File: config.mk
export PLATFORM = sky130hd
export DESIGN_NAME = imm_encoder
export DESIGN_NICKNAME = d
export VERILOG_FILES = /design/src/rtl/imm_pkg.sv /design/src/rtl/imm_rot_check.sv /design/src/rtl/imm_encoder.sv
export SDC_FILE = /design/constraint.sdc
export NUM_CORES = 1
export LEC_CHECK = 0
export ABC_AREA = 1
export CAP_MARGIN = 20
export CORE_MARGIN = 3
export CORE_UTILIZATION = 40
export DETAILED_ROUTE_END_ITERATION = 16
export PLACE_DENSITY_LB_ADDON = 0.08
export REMOVE_ABC_BUFFERS = 1
export SLEW_MARGIN = 20
export SYNTH_ARGS = -nofsm -noshare
export SYNTH_HDL_FRONTEND = slang
export SYNTH_SLANG_ARGS = --single-unit
File: constraint.sdc
create_clock -name clk -period 6.1 [get_ports clk]
set_input_delay 1.22 -clock clk [delete_from_list [all_inputs] [get_ports clk]]
set_output_delay 1.22 -clock clk [all_outputs]
set_load 0.01 [all_outputs]
File: src/rtl/imm_pkg.sv
// Shared immediate-format constants and encoder FSM state type.
// The datapath extender imports the same ImmSrc codes.
package imm_pkg;

    localparam logic [1:0] IMM8   = 2'b00;
    localparam logic [1:0] IMM12  = 2'b01;
    localparam logic [1:0] BRANCH = 2'b10;
    localparam logic [1:0] ROTIMM = 2'b11;

    localparam logic [31:0] PC_READ_OFFSET = 32'd8;

    typedef enum logic [1:0] {
        StIdle,
        StExec,
        StDone
    } imm_state_e;

    // True when v[31:lsb] are all the same bit, i.e. v sign-extends from bit lsb.
    function automatic logic upper_uniform(input logic [31:0] v, input int unsigned lsb);
        logic [31:0] s;
        s = 32'($signed(v) >>> lsb);
        return (s == '0) || (s == '1);
    endfunction

endpackage

File: src/rtl/imm_rot_check.sv
// Tests one rotation candidate: rotates value left by 2*r and checks it fits in 8 bits.
module imm_rot_check (
    input  logic [31:0] value,
    input  logic [3:0]  r,
    output logic        hit,
    output logic [7:0]  imm8
);

    logic [5:0]  sh;
    logic [31:0] t;

    always_comb begin
        sh   = {1'b0, r, 1'b0};
        // For sh == 0 the right shift by 32 yields zero, giving a plain copy.
        t    = (value << sh) | (value >> (6'd32 - sh));
        hit  = (t[31:8] == 24'd0);
        imm8 = t[7:0];
    end

endmodule

File: src/rtl/imm_encoder.sv
// Sequential immediate-field encoder with a 16-step rotated-immediate search.
// Result registers load when EXEC finishes; out_valid follows one cycle later.
module imm_encoder
    import imm_pkg::*;
(
    input  logic        clk,
    input  logic        reset,
    input  logic        in_valid,
    output logic        in_ready,
    input  logic [1:0]  imm_src,
    input  logic [31:0] value,
    input  logic [31:0] pc,
    output logic        out_valid,
    input  logic        out_ready,
    output logic [23:0] field,
    output logic        ok
);

    imm_state_e  state_q, state_d;
    logic [1:0]  src_q, src_d;
    logic [31:0] value_q, value_d;
    logic [31:0] pc_q, pc_d;
    logic [3:0]  r_q, r_d;
    logic [23:0] field_q, field_d;
    logic        ok_q, ok_d;
    logic        out_valid_q, out_valid_d;

    logic        rot_hit;
    logic [7:0]  rot_imm8;
    logic [31:0] off;
    logic        res_done;
    logic        res_ok;
    logic [23:0] res_field;

    imm_rot_check u_rot_check (
        .value (value_q),
        .r     (r_q),
        .hit   (rot_hit),
        .imm8  (rot_imm8)
    );

    always_comb begin
        state_d     = state_q;
        src_d       = src_q;
        value_d     = value_q;
        pc_d        = pc_q;
        r_d         = r_q;
        field_d     = field_q;
        ok_d        = ok_q;
        out_valid_d = out_valid_q;
        res_done    = 1'b0;
        res_ok      = 1'b0;
        res_field   = 24'd0;
        off         = value_q - (pc_q + PC_READ_OFFSET);

        unique case (state_q)
            StIdle: begin
                if (in_valid) begin
                    src_d   = imm_src;
                    value_d = value;
                    pc_d    = pc;
                    r_d     = 4'd0;
                    state_d = StExec;
                end
            end
            StExec: begin
                unique case (src_q)
                    IMM8: begin
                        res_done  = 1'b1;
                        res_ok    = upper_uniform(value_q, 7);
                        res_field = {16'd0, value_q[7:0]};
                    end
                    IMM12: begin
                        res_done  = 1'b1;
                        res_ok    = upper_uniform(value_q, 11);
                        res_field = {12'd0, value_q[11:0]};
                    end
                    BRANCH: begin
                        res_done  = 1'b1;
                        res_ok    = (off[1:0] == 2'b00) && upper_uniform(off, 25);
                        res_field = off[25:2];
                    end
                    ROTIMM: begin
                        if (rot_hit) begin
                            res_done  = 1'b1;
                            res_ok    = 1'b1;
                            res_field = {12'd0, r_q, rot_imm8};
                        end else if (r_q == 4'd15) begin
                            res_done = 1'b1;
                        end else begin
                            r_d = r_q + 4'd1;
                        end
                    end
                    default: ;
                endcase
                if (res_done) begin
                    ok_d    = res_ok;
                    field_d = res_ok ? res_field : 24'd0;
                    state_d = StDone;
                end
            end
            StDone: begin
                if (!out_valid_q) begin
                    out_valid_d = 1'b1;
                end else if (out_ready) begin
                    out_valid_d = 1'b0;
                    state_d     = StIdle;
                end
            end
            default: state_d = StIdle;
        endcase
    end

    always_ff @(posedge clk) begin
        if (reset) begin
            state_q     <= StIdle;
            src_q       <= IMM8;
            value_q     <= 32'd0;
            pc_q        <= 32'd0;
            r_q         <= 4'd0;
            field_q     <= 24'd0;
            ok_q        <= 1'b0;
            out_valid_q <= 1'b0;
        end else begin
            state_q     <= state_d;
            src_q       <= src_d;
            value_q     <= value_d;
            pc_q        <= pc_d;
            r_q         <= r_d;
            field_q     <= field_d;
            ok_q        <= ok_d;
            out_valid_q <= out_valid_d;
        end
    end

    assign in_ready  = (state_q == StIdle);
    assign out_valid = out_valid_q;
    assign field     = field_q;
    assign ok        = ok_q;

endmodule
==> results.md, run 1 <==
* Yosys warns at 0
* Post-CTS setup buffer count at 0
* Worst-path clk slew at 0.08 ns
* CP Cell Sequence: buf_4, inv_6, ha_1, buf_4, inv_2, nand3_1, nand2_1, nand2_1, nor2_1, nor2_1, nand2_1, o211ai_1, nand2_1, inv_2, nor2_8, nand2_1, nand2_2, nand2_2, inv_2, nand3_1, a21oi_1
* Setup violators final at 0
* Synth area leaders: dfxtp_1, nand2_1, nand3_1, ha_1, inv_1
* CTS tree: built
* Max clock buf depth at 2
* Initial antenna violation count at 0
* Via count at 9838
* Port-buffer cells at 96
* GPL Wtd Cong at 0.984
* Area of the die at 0.0241 mm2
* Final core occ at 47.9%
* Die height at 155 um
* First-pass GRT wire length at 50100 um
* Asr flop ratio synth at 0%
* Vias per cell at 5.25
* Fin cells at 1874
* Placed cells at 1858
* Critical Path RT at approximately 6.4 ns
* Upper clock frequency limit at 224 MHz
* Max Cap Violations at 0
* Top-Level Pins at 97
* Worst min path class: reg -> reg
* Outcome: complete, no violations
* Int Pwr at approximately 1.5 mW
* H-tree Lvls at 3
* Multi-input gate area at just under 0.006 mm2
* Post-DP HPWL at 24200 um
* Clock Latency Late Sink at 0.36 ns
* Post-CTS Hold Buffers at 0
* Initial drt markers at 849
* Crit path launch type: flip-flop
* Core Area at 0.0215 mm2
* Hold WS at 0.465 ns
* Area leader, netlist: dfxtp_1
* Worst Skew at 0.00893 ns
* Critical R2R Launch: r_q[0]
* Chip Width at roughly 160 um
* GRT overflow at 0
* Initial Util at 41.5%
* Fillers at 2398
* Final Critical Period at roughly 4.5 ns
* Leakage at 4.97 nW
* TNS Setup at 0 ns
* Vias in the first global route at 9430
* Root Buffer: clkbuf_16
* CTS-repair resized insts at 0
* Tcrit/Tclk final at 73.1%
* Most frequent cells after synthesis: nand2_1, nand3_1, inv_1
* Fraction of layout cells with a size suffix above 1 at roughly 4.3%
* Post-layout nets at 1728
* Final Max Slew Viols at 0
* Clock power frac at between 20% and 30%
* Peak supply drop at 0.000162 V
* Worst Path Max Fanout at 37
* Min-delay src: field[3]
* Netlist cell types at 43
* Crit end category: flip-flop
* P_sw at 1.25 mW
* Final Hold Viols at 0
* Number of enable flip-flop cells after synthesis at 0
* GR Util All Layers at 25.6%
* Routed wire length per instance at about 16 um
* Register area share after synthesis at 22.0%
* Num CTS Buffers at 9
* Cell count after synthesis at 1538
* Syn Std Cell Area at 0.00891 mm2
* Start point of the critical path: r_q[0]
* Area share of the largest cell type after synthesis at 22.0%
* Residual DRC at 0
* Gate power share at between 50% and 60%
* Critical-path top delay cell: inv_2
* Critical Path Most Common Cell: nand2_1
* TritonRoute pass-1 iters at 5
* Largest net degree at the start of global routing at 74
* Diode count at 0
* Worst slew pin tran at 0.986 ns
* Critical path type: reg -> reg
* Synthesized area per cell at 5.80 um2
* Routed Antenna Nets at 0
* Placed cell area at 0.00998 mm2
* Clk sinks at 98
* #FFs+latches synth at between 90 and 100
* Switching Share at 45.5%
* Top-count cell post-synth: nand2_1
* Slew headroom at 34.3%
* Sequential share of power at a little over a quarter
* Layout area overhead at 15.6%
* Worst EP arrival at 4.75 ns
* FF+latch area at 0.00196 mm2
* PwrDens at around 270 mW/mm2
* Cell Rows at 53
* CP delay by family, top: buffers and inverters
* Crit-path max cell delay at 0.58 ns
* Design area at 0.0103 mm2
* Synth Flop Type: dfxtp_1
* RSZ-0062 raised after global routing: false
* DRT Wirelength at 30500 um
* CP Buf/Inv Count at 6
through the flow:
| stage | worst slack (ns) | power (mW) |
|---|---|---|
| 3_5_place_dp | 1.74 | 2.13 |
| 2_1_floorplan | 1.88 | 1.73 |
| 6_report | 1.64 | 2.75 |
| 3_3_place_gp | 1.85 | 2.13 |
| 5_1_grt | 1.22 | 3.01 |
| 4_1_cts | 1.72 | 2.75 |
flip-flops by register name (all words and copies together), names as in the netlist:
name and flops:
ok 1, state_q 2, src_q 2, out_valid 1, value_q 32, r_q 4, pc_q 32, field 24
layer usage:
layer / global-route usage [%] / up-vias / part of all wire, % / wire length (um)
met5: 0 / - / 0 / 0
met3: 3.31 / 49 / 5.9 / 1790
met1: 34.5 / 4324 / 46 / 13900
met4: 7.21 / 0 / 2.7 / 824
li1: - / 5130 / - / -
met2: 43.1 / 335 / 46 / 13900
worst paths after layout:
check | to | slack, ns | depth (start not counted)
worst max-delay path | field[20] | 1.64 | 21
worst min-delay path | field[3] | 0.47 | 2
worst max register to register | field[20] | 1.64 | 21
worst min register to register | field[3] | 0.47 | 2
worst register-to-register path: stages (launching register included):
cell,delay [ns]
dfxtp_1,0.31
buf_4,0.37
inv_6,0.23
ha_1,0.37
buf_4,0.25
inv_2,0.42
nand3_1,0.18
nand2_1,0.09
nand2_1,0.05
nor2_1,0.11
nor2_1,0.08
nand2_1,0.08
o211ai_1,0.08
nand2_1,0.15
inv_2,0.08
nor2_8,0.16
nand2_1,0.09
nand2_2,0.09
nand2_2,0.32
inv_2,0.59
nand3_1,0.18
a21oi_1,0.14
cell type report:
type	count	share of cell area, %
multi-input combinational	1178	57.0
timing repair buffer	107	10.1
tap	275	3.34
clock inverter	7	0.935
inverter	200	7.34
sequential	98	19.0
clock buffer	9	2.19
power by group through the flow:
stage	registers (mW)	logic [mW]	clock network, mW
2_1_floorplan	0.738	0.991	0
3_3_place_gp	0.757	1.37	0
3_5_place_dp	0.757	1.37	0
4_1_cts	0.742	1.38	0.632
5_1_grt	0.749	1.60	0.661
6_report	0.743	1.39	0.616
cells in the final DEF (no fill, tap or decap), types with 3 or more instances in the layout:
master | synthesis | layout
a31oi_1 | 3 | 3
inv_2 | 7 | 8
nor3b_1 | 3 | 3
nor3_1 | 4 | 4
xnor2_1 | 3 | 3
dfxtp_1 | 98 | 98
a31o_2 | 4 | 4
inv_8 | 0 | 3
ha_1 | 63 | 63
o21ai_1 | 13 | 13
nand2_1 | 429 | 428
clkdlybuf4s50_1 | 0 | 96
nand3_1 | 210 | 210
or2_2 | 5 | 5
inv_1 | 190 | 190
buf_4 | 6 | 11
a21oi_1 | 102 | 102
nand4_1 | 19 | 19
o21ai_0 | 101 | 101
nand2_2 | 19 | 19
xor2_1 | 6 | 6
o22ai_1 | 4 | 4
o211ai_1 | 5 | 5
clkbuf_16 | 0 | 9
nor4_1 | 6 | 6
nor2_1 | 160 | 160
logic make-up (layout without fill, tap and decap cells):
group / Yosys count / in the layout / share of synthesized area [%]
AND/OR/NAND/NOR: 860 / 860 / 41.2
XOR/XNOR: 9 / 9 / 0.884
buffers and inverters: 262 / 323 / 12.2
flip-flops: 98 / 98 / 22.0
adder cells (fa/ha/maj): 64 / 64 / 9.07
AO/OA/AOI/OAI: 245 / 245 / 14.7
No activity file was read; power rests on OpenSTA's default activity.
==> inputs of run 2 (changes only) <==
Clock period 6.1 ns to 4.5 ns, I/O delays scaled along.
==> run 2 against run 1 <==
- global-route usage shrank 0.14 points
- clock-buffer cell count is the same
- largest cell class unchanged
- worst hold slack gained 0.0041 ns
==> results.md, run 2 (synthesis results as in run 1) <==
* Worst EP arrival at 4.11 ns (-0.64 ns)
* Num CTS Buffers at 9 (unchanged)
* Critical R2R Launch: value_q[0]
* Port-buffer cells at 96 (unchanged)
* Crit end category: flip-flop
* Tcrit/Tclk final at 86.2% (+13 points)
* Fin cells at 1875 (+0.053%)
* Routed wire length per instance at 16.6 um (+2.0%)
* CTS tree: built
* Post-CTS Hold Buffers at 0 (unchanged)
* Post-CTS setup buffer count at 0 (unchanged)
* Cell Rows at 53 (unchanged)
* Start point of the critical path: value_q[0]
* PwrDens at 368 mW/mm2 (+38%)
* Upper clock frequency limit at 258 MHz (+15%)
* Placed cells at 1859 (+0.054%)
* Worst Skew at 0.00870 ns (-0.000230 ns)
* Max Cap Violations at 0 (unchanged)
* Leakage at 4.99 nW (+0.40%)
* Root Buffer: clkbuf_16
* Crit path depth at 23 (+9.5%)
* P_sw at 1.71 mW (+37%)
* First-pass GRT wire length at 49600 um (-0.92%)
* Gate power share at 49.9% (-0.6 points)
* Final core occ at 48.1% (+0.16 points)
* Final Hold Viols at 0 (unchanged)
* Clock Latency Late Sink at 0.36 ns (about the same)
* Core Area at 0.0215 mm2 (unchanged)
* Worst setup margin at 0.622 ns (-1.02 ns)
* Min-delay src: field[7]
* Diode count at 0 (unchanged)
* Outcome: complete, no violations
* Worst min path class: reg -> reg
* CTS-repair resized insts at 0 (unchanged)
* Initial antenna violation count at 0 (unchanged)
* H-tree Lvls at 3 (unchanged)
* Residual DRC at 0 (unchanged)
* Sequential share of power at 26.3% (-0.7 points)
* Via count at 10000 (+1.7%)
* Vias in the first global route at 9408 (-0.23%)
* Initial drt markers at 865 (+1.9%)
* Chip Width at 155 um (unchanged)
* CP Buf/Inv Count at 3 (-3)
* GPL Wtd Cong at 0.937 (-4.7%)
* Clk sinks at 98 (unchanged)
* Worst-path clk slew at 0.08 ns (about the same)
* Worst reg2reg path depth at 23 (+9.5%)
* Critical Path RT at 4.74 ns (-1.65 ns)
* Initial Util at 41.5% (unchanged)
* Multi-input gate area at 0.00587 mm2 (unchanged)
* Most common cell after layout, fill and taps aside: nand2_1
* Die height at 155 um (unchanged)
* Largest net degree at the start of global routing at 74 (unchanged)
* Worst slew pin tran at 1.05 ns (+0.0620 ns)
* Routed Antenna Nets at 0 (unchanged)
* Critical Path Most Common Cell: nand2_1
* Int Pwr at 2.09 mW (+39%)
* Setup violators final at 0 (unchanged)
* Final Max Slew Viols at 0 (unchanged)
* Crit path launch type: flip-flop
* Peak supply drop at 0.000193 V (+20%)
* DRT Wirelength at 31100 um (+2.1%)
* FF+latch area at 0.00196 mm2 (unchanged)
* Clock power frac at 23.8% (+1.4 points)
* TNS Setup at 0 ns (unchanged)
* Slew headroom at 30.2% (-4.1 points)
* TritonRoute pass-1 iters at 5 (unchanged)
* GRT overflow at 0 (unchanged)
* Area of the die at 0.0241 mm2 (unchanged)
* Vias per cell at 5.34 (+1.7%)
* GR Util All Layers at 25.5% (-0.14 points)
* Critical-path top delay cell: dfxtp_1
* Worst Path Max Fanout at 13 (-65%)
* Fraction of layout cells with a size suffix above 1 at 4.38% (+0.060 points)
* RSZ-0062 raised after global routing: false
* Post-layout nets at 1729 (+0.058%)
* Max clock buf depth at 2 (unchanged)
* CP Cell Sequence: inv_1, ha_1, inv_1, ha_1, fa_1, nand2_1, a21oi_1, nand2_1, nand2_1, nand2_1, nand2_1, nand2_1, nand2_1, nand2_1, nand2_1, nor2_1, nand2_1, nand2_1, nand2_1, nand4_1, buf_4, nand3_1, a21oi_1
* Fillers at 2403 (+0.21%)
* Post-DP HPWL at 24300 um (+0.39%)
* Critical path type: reg -> reg
* Worst slack at placement at 0.676 ns (-1.06 ns)
* Layout area overhead at 15.9%
* Most frequent cells in the layout: nand2_1, nand3_1, inv_1, nor2_1, a21oi_1
* CP delay by family, top: simple AND/OR/NAND/NOR gates
* Top-Level Pins at 97 (unchanged)
* Crit-path max cell delay at 0.45 ns (-0.13 ns)
* Final Critical Period at 3.88 ns (-0.584 ns)
* Switching Share at 45.1% (-0.42 points)
* Worst hold stages at 2 (unchanged)
[run 2: layout make-up]
cell class / instances / share of cell area [%]
Clock buffer: 9 / 2.18
Clock inverter: 7 / 1.20
Inverter: 200 / 7.31
Multi-Input combinational cell: 1178 / 56.8
Sequential cell: 98 / 19.0
Tap cell: 275 / 3.33
Timing Repair Buffer: 108 / 10.2
[run 2: worst min-delay path, stage by stage (launching register included)]
cell and delay [ns]:
dfxtp_1 0.31, nand2_1 0.06, a21oi_1 0.05
[run 2: layer usage]
layer	GRT usage [%]	up-vias	routed length [um]
met5	0	-	0
met4	5.50	0	501
met3	3.06	34	1660
met2	44.1	322	14800
met1	34.1	4538	14100
li1	-	5112	-
[run 2: final timing paths]
check                   end  slack (ns)
setup / recovery  field[16]        0.62
hold / removal     field[7]        0.47
setup reg to reg  field[16]        0.62
hold reg to reg    field[7]        0.47
[run 2: power by group through the flow]
stage / Clock, mW / Combinational, mW / Sequential [mW]
6_report: 0.907 / 1.90 / 0.999
5_1_grt: 0.952 / 2.16 / 1.01
4_1_cts: 0.924 / 1.88 / 0.999
3_5_place_dp: 0 / 1.87 / 1.02
3_3_place_gp: 0 / 1.87 / 1.02
2_1_floorplan: 0 / 1.34 / 1.00
[run 2: per-stage QoR]
| step | cell area [um2] | power [mW] | hold WS, ns |
|---|---|---|---|
| final | 10300 | 3.80 | 0.469 |
| after floorplan | 8580 | 2.34 | 0.438 |
| after global routing | 10300 | 4.12 | 0.485 |
| after CTS | 10300 | 3.81 | 0.470 |
| after detailed placement | 9990 | 2.89 | 0.458 |
| after global placement | 9990 | 2.89 | 0.457 |
